==> config.mk <==
export PLATFORM = sky130hd
export DESIGN_NAME = instr_encoder
export DESIGN_NICKNAME = d
export VERILOG_FILES = /design/src/rtl/instr_encoder_pkg.sv /design/src/rtl/instr_field_packer.sv /design/src/rtl/instr_encoder.sv
export SDC_FILE = /design/constraint.sdc
export NUM_CORES = 1
export LEC_CHECK = 0
export BUFFER_PORTS_ARGS = -buffer_cell sky130_fd_sc_hd__buf_2
export CORE_MARGIN = 5
export CORE_UTILIZATION = 45
export DETAILED_ROUTE_END_ITERATION = 7
export PLACE_DENSITY_LB_ADDON = 0.15
export SKIP_CTS_REPAIR_TIMING = 1
export SYNTH_ARGS = -nofsm -noshare
export SYNTH_HDL_FRONTEND = slang
export SYNTH_SLANG_ARGS = --single-unit
==> constraint.sdc <==
create_clock -name clk -period 1.88 [get_ports clk]
set_input_delay 0.094 -clock clk [delete_from_list [all_inputs] [get_ports clk]]
set_output_delay 0.094 -clock clk [all_outputs]
set_load 0.02 [all_outputs]
==> src/rtl/instr_encoder_pkg.sv <==
// rtl/instr_encoder_pkg.sv - shared types and constants for the instruction encoder
package instr_encoder_pkg;

  typedef enum logic [2:0] {
    FMT_I = 3'd0,
    FMT_S = 3'd1,
    FMT_B = 3'd2,
    FMT_U = 3'd3,
    FMT_J = 3'd4,
    FMT_R = 3'd5
  } fmt_e;

  typedef enum logic [2:0] {
    ST_IDLE  = 3'd0,
    ST_RUN   = 3'd1,
    ST_WRITE = 3'd2,
    ST_DONE  = 3'd3,
    ST_ERR   = 3'd4
  } state_e;

  localparam logic [1:0] ERR_NONE     = 2'b00;
  localparam logic [1:0] ERR_ILLEGAL  = 2'b01;
  localparam logic [1:0] ERR_OVERFLOW = 2'b10;
  localparam logic [1:0] ERR_MISALIGN = 2'b11;

  localparam logic [6:0] OP_SHIFT_IMM = 7'b0010011;

endpackage

==> src/rtl/instr_field_packer.sv <==
// rtl/instr_field_packer.sv - combinational packing of instruction fields into a 32-bit word
// Also flags illegal format codes and odd branch/jump offsets.
module instr_field_packer
  import instr_encoder_pkg::*;
#(
  parameter int OP_WIDTH = 7
) (
  input  logic [2:0]          i_fmt,
  input  logic [OP_WIDTH-1:0] i_op,
  input  logic [4:0]          i_rd,
  input  logic [4:0]          i_rs1,
  input  logic [4:0]          i_rs2,
  input  logic [2:0]          i_funct3,
  input  logic                i_funct7b5,
  input  logic [31:0]         i_imm,
  output logic [31:0]         o_word,
  output logic                o_illegal,
  output logic                o_misaligned
);

  logic [6:0] w_op7;
  logic       w_shift_imm;

  assign w_op7       = 7'(i_op);
  // Immediate shifts carry shamt in imm[4:0] and reuse the R-type funct7 layout
  assign w_shift_imm = (w_op7 == OP_SHIFT_IMM) && ((i_funct3 == 3'b001) || (i_funct3 == 3'b101));

  always_comb begin
    o_word       = 32'd0;
    o_illegal    = 1'b0;
    o_misaligned = 1'b0;
    case (i_fmt)
      FMT_I: begin
        if (w_shift_imm)
          o_word = {1'b0, i_funct7b5, 5'b00000, i_imm[4:0], i_rs1, i_funct3, i_rd, w_op7};
        else
          o_word = {i_imm[11:0], i_rs1, i_funct3, i_rd, w_op7};
      end
      FMT_S: o_word = {i_imm[11:5], i_rs2, i_rs1, i_funct3, i_imm[4:0], w_op7};
      FMT_B: begin
        o_word       = {i_imm[12], i_imm[10:5], i_rs2, i_rs1, i_funct3, i_imm[4:1], i_imm[11], w_op7};
        o_misaligned = i_imm[0];
      end
      FMT_U: o_word = {i_imm[31:12], i_rd, w_op7};
      FMT_J: begin
        o_word       = {i_imm[20], i_imm[10:1], i_imm[11], i_imm[19:12], i_rd, w_op7};
        o_misaligned = i_imm[0];
      end
      FMT_R: o_word = {1'b0, i_funct7b5, 5'b00000, i_rs2, i_rs1, i_funct3, i_rd, w_op7};
      default: o_illegal = 1'b1;
    endcase
  end

endmodule

==> src/rtl/instr_encoder.sv <==
// rtl/instr_encoder.sv - session FSM that encodes field bundles and writes them to instruction memory
// One word per two cycles: accept in RUN, write in WRITE.
module instr_encoder
  import instr_encoder_pkg::*;
#(
  parameter int ADDR_WIDTH = 8,
  parameter int OP_WIDTH   = 7
) (
  input  logic                  clk,
  input  logic                  rst,
  input  logic                  start,
  input  logic [ADDR_WIDTH-1:0] base_addr,
  input  logic                  in_valid,
  output logic                  in_ready,
  input  logic                  in_last,
  input  logic [2:0]            fmt,
  input  logic [OP_WIDTH-1:0]   op,
  input  logic [4:0]            rd,
  input  logic [4:0]            rs1,
  input  logic [4:0]            rs2,
  input  logic [2:0]            funct3,
  input  logic                  funct7b5,
  input  logic [31:0]           imm,
  output logic                  imem_we,
  output logic [ADDR_WIDTH-1:0] imem_addr,
  output logic [31:0]           imem_wdata,
  output logic                  busy,
  output logic                  done,
  output logic [1:0]            err
);

  state_e                r_state;
  state_e                w_next_state;
  logic [ADDR_WIDTH-1:0] r_addr;
  logic [31:0]           r_word;
  logic                  r_last;
  logic [1:0]            r_err;

  logic [31:0]           w_word;
  logic                  w_illegal;
  logic                  w_misaligned;
  logic                  w_start_ok;
  logic                  w_xfer;
  logic                  w_addr_max;

  instr_field_packer #(
    .OP_WIDTH(OP_WIDTH)
  ) u_packer (
    .i_fmt       (fmt),
    .i_op        (op),
    .i_rd        (rd),
    .i_rs1       (rs1),
    .i_rs2       (rs2),
    .i_funct3    (funct3),
    .i_funct7b5  (funct7b5),
    .i_imm       (imm),
    .o_word      (w_word),
    .o_illegal   (w_illegal),
    .o_misaligned(w_misaligned)
  );

  assign w_start_ok = start && ((r_state == ST_IDLE) || (r_state == ST_DONE) || (r_state == ST_ERR));
  assign w_xfer     = in_valid && (r_state == ST_RUN);
  assign w_addr_max = (r_addr == {ADDR_WIDTH{1'b1}});

  always_ff @(posedge clk or negedge rst) begin
    if (!rst) r_state <= ST_IDLE;
    else      r_state <= w_next_state;
  end

  always_comb begin
    w_next_state = r_state;
    case (r_state)
      ST_IDLE, ST_DONE, ST_ERR: if (w_start_ok) w_next_state = ST_RUN;
      ST_RUN: begin
        if (w_xfer) begin
          if (w_illegal || w_misaligned) w_next_state = ST_ERR;
          else                           w_next_state = ST_WRITE;
        end
      end
      ST_WRITE: begin
        if (r_last)          w_next_state = ST_DONE;
        else if (w_addr_max) w_next_state = ST_ERR;
        else                 w_next_state = ST_RUN;
      end
      default: w_next_state = ST_IDLE;
    endcase
  end

  always_comb begin
    in_ready   = (r_state == ST_RUN);
    imem_we    = (r_state == ST_WRITE);
    busy       = (r_state == ST_RUN) || (r_state == ST_WRITE);
    done       = (r_state == ST_DONE);
    imem_addr  = r_addr;
    imem_wdata = r_word;
    err        = r_err;
  end

  always_ff @(posedge clk or negedge rst) begin
    if (!rst) begin
      r_addr <= '0;
      r_word <= 32'd0;
      r_last <= 1'b0;
      r_err  <= ERR_NONE;
    end else begin
      if (w_start_ok) begin
        r_addr <= base_addr;
        r_err  <= ERR_NONE;
      end
      if (w_xfer) begin
        if (w_illegal)         r_err <= ERR_ILLEGAL;
        else if (w_misaligned) r_err <= ERR_MISALIGN;
        else begin
          r_word <= w_word;
          r_last <= in_last;
        end
      end
      // Counter saturates at all-ones; a further bundle is reported as overflow
      if (r_state == ST_WRITE) begin
        if (!w_addr_max)           r_addr <= r_addr + ADDR_WIDTH'(1);
        if (!r_last && w_addr_max) r_err  <= ERR_OVERFLOW;
      end
    end
  end

endmodule

== After elaboration in Yosys (flattened, before gate mapping) ==
Index checks and enable logic that the tools add are counted.
Widths: inputs -> output; s select.

* $mul: 0
* $lt $le $gt $ge: 0
* Div/mod/pow operators: 0
* Eq/ne operators: 15
* Bitwise logic cells: 1
* Shifts and indexed selects: 0
* Multiplexer cells: 19
* Reduce and logical (&&, ||, !) cells: 17
* Add/sub/neg operators: 1

{| class="wikitable"
|+ Operators by type and width
! cell !! count
|-
| $pmux 32 s6 || 1
|-
| $mux 32 || 1
|-
| $mux 8 || 3
|-
| $mux 3 || 5
|-
| $eq 3x2->1 const B || 4
|-
| $eq 3x3->1 const B || 4
|-
| $mux 2 || 6
|-
| $eq 3x1->1 const B || 3
|-
| $pmux 3 s3 || 1
|-
| $add 8x1->8 const B || 1
|-
| $eq 8x8->1 const B || 1
|-
| $eq 7x5->1 const B || 1
|-
| $logic_not 3->1 || 2
|-
| $reduce_or 6->1 || 1
|-
| $logic_or 1x1->1 || 5
|-
| $logic_and 1x1->1 || 4
|-
| $reduce_and 3->1 || 1
|-
| $reduce_or 3->1 || 1
|-
| $mux 1 || 2
|-
| $ne 2x1->1 const B || 1
|-
| $ne 2x2->1 const B || 1
|-
| $reduce_and 2->1 || 1
|-
| $reduce_or 2->1 || 1
|-
| $logic_not 1->1 || 1
|-
| $not 1->1 || 1
|}

* Bits in read-only memories: 0
* Output and inout port bits: 46
* Register bits after elaboration: 46
* Bits in writable memories: 0
* Memories: 0
* Bits in latches: 0

== Logic depth before layout (Yosys ltp) ==
Gate-level depths: netlist of the first run.

* Word-level depth: 10
* Gate-level depth with buffers: 8
* Depth with buffers taken out: 6

== Cells and area by module ==
A second synthesis of the first run with hierarchy kept.

* Cell total of the unflattened synthesis: 307
* Area total of the unflattened synthesis: 3098.0 sq um

{| class="wikitable"
|+ Modules (own cells, without submodules)
! module !! sequential area each (sq um) !! times used !! cells an instance !! area each (sq um)
|-
| instr_encoder || 1151.1 || 1 || 167 || 2095.8
|-
| instr_field_packer || 0.0 || 1 || 140 || 1002.2
|}

== Worst setup path before layout of the first run ==
OpenSTA, ideal clock, no wires.

* Path kind: reg2reg
* From: reg r_state[0]
* To: reg r_addr[5], in the netlist imem_addr[5]
* Cell stages (with the launch flop): 8
* Slack: 34 ps
* Arrival: 1716 ps
* Buffers on the path: 2
* Path through: dfrtp_1 -> buf_6 -> or3b_4 -> inv_1 -> o21ai_2 -> buf_2 -> o32ai_1 -> a21oi_1

{| class="wikitable"
|+ RTL lines
! item !! line !! text
|-
| start, declared || instr_encoder.sv:32 || <nowiki>state_e r_state;</nowiki>
|-
| start signal, assigned || instr_encoder.sv:68 || <nowiki>else r_state <= w_next_state;</nowiki>
|-
| $eq 3x2->1 || -- ||
|-
| named net imem_we || instr_encoder.sv:24 || <nowiki>output logic imem_we,</nowiki>
|-
| $mux 8 || instr_encoder.sv:120 || <nowiki>if (r_state == ST_WRITE) begin</nowiki>
|-
| end signal, assigned || instr_encoder.sv:108 || <nowiki>r_addr <= base_addr;</nowiki>
|-
| end signal, assigned || instr_encoder.sv:121 || <nowiki>if (!w_addr_max) r_addr <= r_addr + ADDR_WIDTH'(1);</nowiki>
|-
| end, declared || instr_encoder.sv:34 || <nowiki>logic [ADDR_WIDTH-1:0] r_addr;</nowiki>
|}

The timed path passes the listed nets, and every way through them passes these cells.
A chain may end at the register's enable or synchronous reset.

== Worst setup path after layout of the first run ==
* From: reg r_state[0]
* To: reg r_addr[7], in the netlist imem_addr[7]

* Cells in the longest elaborated chain, start to end: 7

{| class="wikitable"
|+ Ends and longest elaborated chain
! item !! line !! text
|-
| $eq 3x2->1 or $logic_not 3->1 (tied branches) || instr_encoder.sv:62 || <nowiki>assign w_start_ok = start && ((r_state == ST_IDLE) || (r_state == ST_DONE) || (r_state == ST_ERR));</nowiki>
|-
| $logic_or 1x1->1 (2 in series) || instr_encoder.sv:62 ||
|-
| $logic_and 1x1->1 || instr_encoder.sv:62 ||
|-
| $mux 8 || instr_encoder.sv:107 || <nowiki>if (w_start_ok) begin</nowiki>
|-
| $mux 8 || instr_encoder.sv:121 ||
|-
| $mux 8 * || instr_encoder.sv:120 ||
|}

Mark *: on every way between the ends. The rest lies on a longest branch, timed or not.

==> metrics.cfg, run 1 <==
[power_and_ir_drop]
share_comb_of_total_power_pct=51.1
p_sw_share_pct=42.4
clockPowerShare_pct=12.5
p_seq_share_pct=36.4
total_leakage_power_nw=1.73
p_sw_mw=2.11
powerDensity_nw_per_um2=1430
ir_worst_vdd_mv=0.691
power.internal_mw=2.86
p_total_mw=4.96

[route]
viasPerCell=5.36
ant_nets=0
vias=2455
post_drt_wl_per_cell_um=15.6
dr.pass1.iters=4
wirelength_um=7150
detail_route.iter0.violations=102
drc=0

[floorplan]
ios=120
rows=28
core_area_um2=5850
fp.dieArea_um2=7560
start_util_pct=45.5
die_x_um=86.9
die_h_um=86.9

[global_routing]
grt_pass1_vias=2486
antenna_found_initial=0
grt_pass1_wl_um=11700
grt_max_degree=47
grt-ovfl-total=0
grt.total_usage_pct=19.3

[logic_synthesis]
yosysTopAreaCellShare_pct=43.2
synth-edff-count=0
synth.distinct_cells=48
async_flop_share_pct=100
synth_top_area_cell=dfrtp_1
synth_xor_xnor_area_share_pct=0.658
ys_warn_count=0
syn_inst=256
ys.flop_type=dfrtp_1
yosysMostFrequentCell=dfrtp_1
synth_adder_area_share_pct=0.893
synth_area_um2=2660
synth_simple_gate_area_share_pct=12.1
synth_top_family_by_area=compound AO/OA/AOI/OAI gates
netlist_top_cells_count=dfrtp_1 (46), mux2_2 (27), a21oi_1 (16)
synth-compound-area-share_pct=19.6
synth_area_leaders=dfrtp_1 (43%), mux2_2 (11%), mux2i_1 (5.3%), a22o_1 (3.9%), a21oi_1 (3.0%)
synthMuxAreaShare_pct=17.5
synth_area_per_cell_um2=10.4
seq_area_frac_synth_pct=43.2
syn_nets=331
synth_seq_cells=46

[placed_design]
io_buffer_count=119
gp_congestion=0.832
place_inst=448
hpwl_um=5610

[worst_setup_path]
worstPathCellList=or3b_4 -> inv_1 -> o21ai_2 -> buf_4 -> o32a_1 -> o21a_1
critPathCaptureType=flop
crit_family=compound AO/OA/AOI/OAI gates
cp-start-kind=flop
critical_path_buf_inv_count=2
cp_slowest_cell=dfrtp_1
criticalPathCategory=reg2reg
critPathArrivalTime_ps=1960
worstPathRequired_ps=2070
cp_max_fo=7
max_stage_delay_ps=450

[timing]
timing.final.crit_share_pct=94.0
maxSlewViolCount=0
skew_ps=4.34
hold_violations=0
setup_viol=0
slew_headroom_pct=50.5
timing.fmax_mhz=566
tns_ps=0
worstMarginPinSlew_ps=742
period_needed_ps=1770

[min_path]
hold_class=in2reg

[layout]
fin_cells=458
nets=457
n_antenna_cell=0
postLayoutCoreUtil_pct=59.5
multi_input_area_um2=1350
area_growth_pct=30.6
num-fill-cells=513
register_area_um2=1150
layout-drive-gt1-share_pct=47.5

[cts]
clkTransAtPathRegs_ps=80
clk-insertion-delay-late_ps=290
cts_tree=done
cts_buffers=5
clock_sinks=46
htreeDepth=2
cts_buffer_depth=2
cts_root_buf=clkbuf_8

[run_status]
status=finished, final reports clean

[job]
drv_cap=0

[routing by layer]
layer	vias to the layer above	wire (µm)	track usage [%]	share of wire (%)
met4	0	62	4.39	0.87
li1	1197	-	-	-
met3	6	528	5.68	7.4
met2	69	3430	31.7	48
met1	1183	3130	25.0	44
met5	-	0	0	0
[flip-flops by register name, summed over array words and instances, names as in the netlist]
name	flops
r_state	3
err	2
r_last	1
imem_addr	8
imem_wdata	32
[cell families (layout without fill, tap and decap cells)]
group           count (synthesis)  after routing
fa+ha+maj                       2              2
flops                          46             46
xor+xnor                        2              2
buf+inv                        28            155
compound gates                 78             78
simple gates                   57             57
mux                            43             43
[placed cells by master, fill, tap and decap left out, types with 3 or more instances in the layout]
cell and count:
nand2b_1 5, nand2_1 13, clkbuf_8 6, nor2b_1 4, a21oi_1 16, a31oi_1 9, and3_1 3, o22ai_1 9
nand3_1 6, a22o_1 12, inv_1 11, mux2_2 27, nor2_1 10, o21ai_0 14, buf_4 13, buf_2 119
dfrtp_1 44, mux2i_1 14
[final timing paths]
path	startpoint	endpoint	slack [ps]	cells past startpoint
max	r_state[0]	imem_addr[7]	110	6
min	op[1]	imem_wdata[1]	40	2
max reg2reg	r_state[0]	imem_addr[7]	110	6
min reg2reg	imem_wdata[19]	imem_wdata[19]	490	1
max in group asynchronous	rst	r_state[1]	1020	3
min in group asynchronous	rst	imem_wdata[27]	420	3
[final cells by class]
class	count	area share [%]
multi-input combinational	182	38.8
sequential	46	33.2
timing repair buffer	135	21.4
tap	75	2.70
clock buffer	7	2.48
inverter	12	1.29
clock inverter	1	0.144
[through the flow]
stage	hold WS (ps)	instance area (µm²)	worst slack, ps
floorplan	-202	2660	34.1
CTS	-98.7	3460	52.7
global placement	228	3370	93.8
global route	28.7	3480	-9.56
finish	43.3	3480	114
detailed placement	227	3370	69.4
[power by group through the flow]
stage               logic, mW  registers (mW)  clock network [mW]
global route             2.76            1.88               0.688
detailed placement       2.56            1.82                   0
global placement         2.52            1.80                   0
floorplan                1.18            2.31                   0
finish                   2.53            1.81               0.621
CTS                      2.56            1.81               0.647
Note: power is estimated with default switching activity, not from simulation.
==> inputs of run 2 (changes only) <==
- CELL_PAD_IN_SITES_DETAIL_PLACEMENT: unset -> 1
- CELL_PAD_IN_SITES_GLOBAL_PLACEMENT: unset -> 1
- CORE_UTILIZATION: 45 -> 35
==> metrics.cfg, run 2 (synthesis gave the netlist of run 1 again) <==
[floorplan]
rows=31
die_h_um=97.2
fp.dieArea_um2=9450
start_util_pct=36.3
die_x_um=97.2
ios=120
core_area_um2=7330

[worst_setup_path]
crit_family=simple AND/OR/NAND/NOR gates
max_stage_delay_ps=430
cp_slowest_cell=dfrtp_1
cp-start-kind=flop
critical_path_buf_inv_count=2
criticalPathCategory=reg2reg
timing.rr.end=imem_addr[4]
critPathCaptureType=flop
worstPathRequired_ps=2110
cp_max_fo=12
rrSetupSlack_ps=120
reg2reg_from=r_state[2]
worstPathCellList=nand2b_4 -> or2_2 -> inv_2 -> o21ai_0 -> buf_4 -> mux2_2 -> a21oi_1
reg2reg_depth=7
critPathArrivalTime_ps=1980

[timing]
maxSlewViolCount=0
worstMarginPinSlew_ps=724
timing.final.crit_share_pct=93.4
hold_violations=0
slew_headroom_pct=51.7
setup_viol=0
period_needed_ps=1760
timing.fmax_mhz=570
rsz0062_at_grt=false
tns_ps=0
skew_ps=6.92

[power_and_ir_drop]
ir_worst_vdd_mv=0.693
powerDensity_nw_per_um2=1450
total_leakage_power_nw=1.76

[layout]
largest_register_ffs=32
n_antenna_cell=0
fin_cells=485
layout-drive-gt1-share_pct=47.9
mostFrequentLayoutCell=buf_2
final_cell_mix=buf_2 (119), dfrtp_1 (45), mux2_2 (27), a21oi_1 (16), buf_4 (16)
area_growth_pct=33.5
nets=460

[min_path]
hold_class=in2reg
min_to=imem_addr[6]
min_from=base_addr[6]
whs_path_depth=2

[global_routing]
grt_pass1_wl_um=13800
grt-ovfl-total=0
grt_pass1_vias=2772
grt_max_degree=26
grt.total_usage_pct=17.8
antenna_found_initial=0

[cts]
cts_buffer_depth=2
cts_root_buf=clkbuf_8
clk-insertion-delay-late_ps=300
clkTransAtPathRegs_ps=90
clock_sinks=46
cts_tree=done
htreeDepth=2
cts_buffers=5

[run_status]
status=finished, final reports clean

[route]
ant_nets=0
vias=2513
dr.pass1.iters=4
wirelength_um=8300
detail_route.iter0.violations=95
drc=0
viasPerCell=5.18
post_drt_wl_per_cell_um=17.1

[job]
drv_cap=0

[placed_design]
io_buffer_count=119
place_inst=476
gp_congestion=0.793
hpwl_um=6520

[run 2: how the worst max path moves through the flow]
| stage | to | slack [ps] | depth (start not counted) | start |
|---|---|---|---|---|
| floorplan | imem_addr[5] | 30 | 7 | r_state[0] |
| global placement | imem_addr[7] | 170 | 6 | imem_addr[1] |
| detailed placement | imem_addr[5] | 120 | 7 | r_state[2] |
| CTS | imem_addr[7] | 80 | 6 | imem_addr[1] |
| global route | imem_addr[7] | 7 | 6 | imem_addr[1] |
| finish | imem_addr[4] | 120 | 7 | r_state[2] |
[run 2: per-stage QoR]
step	setup slack, ps	hold WS, ps	power [mW]	utilization, %	area [µm²]
after floorplan	34.1	-202	3.49	-	2660
after global placement	171	128	4.40	46.7	3430
after detailed placement	115	124	4.47	46.7	3430
after CTS	84.1	-206	5.24	48.2	3540
after global routing	6.64	24.6	5.55	48.5	3550
final	124	35.2	5.16	48.5	3550
[run 2: area by class of cell]
cell class	count	area, µm²
Fill cell	880	3780
Sequential cell	46	1150
Clock buffer	5	68.8
Timing Repair Buffer	138	766
Multi-Input combinational cell	182	1360
Clock inverter	3	40.0
Tap cell	99	124
Inverter	12	45.0
[run 2: where the power goes]
group	internal, mW	total, mW	leakage (nW)	switching (mW)
registers	1.47	1.79	0.554	0.324
logic	1.11	2.62	1.15	1.51
clock network	0.392	0.749	0.0579	0.357
[run 2: metal layers]
metal	GRT usage, %	vias up	part of all wire, %
met4	3.62	0	0.71
met3	5.24	4	6.3
met2	30.6	70	50
met5	0	-	0
li1	-	1215	-
met1	22.1	1224	43
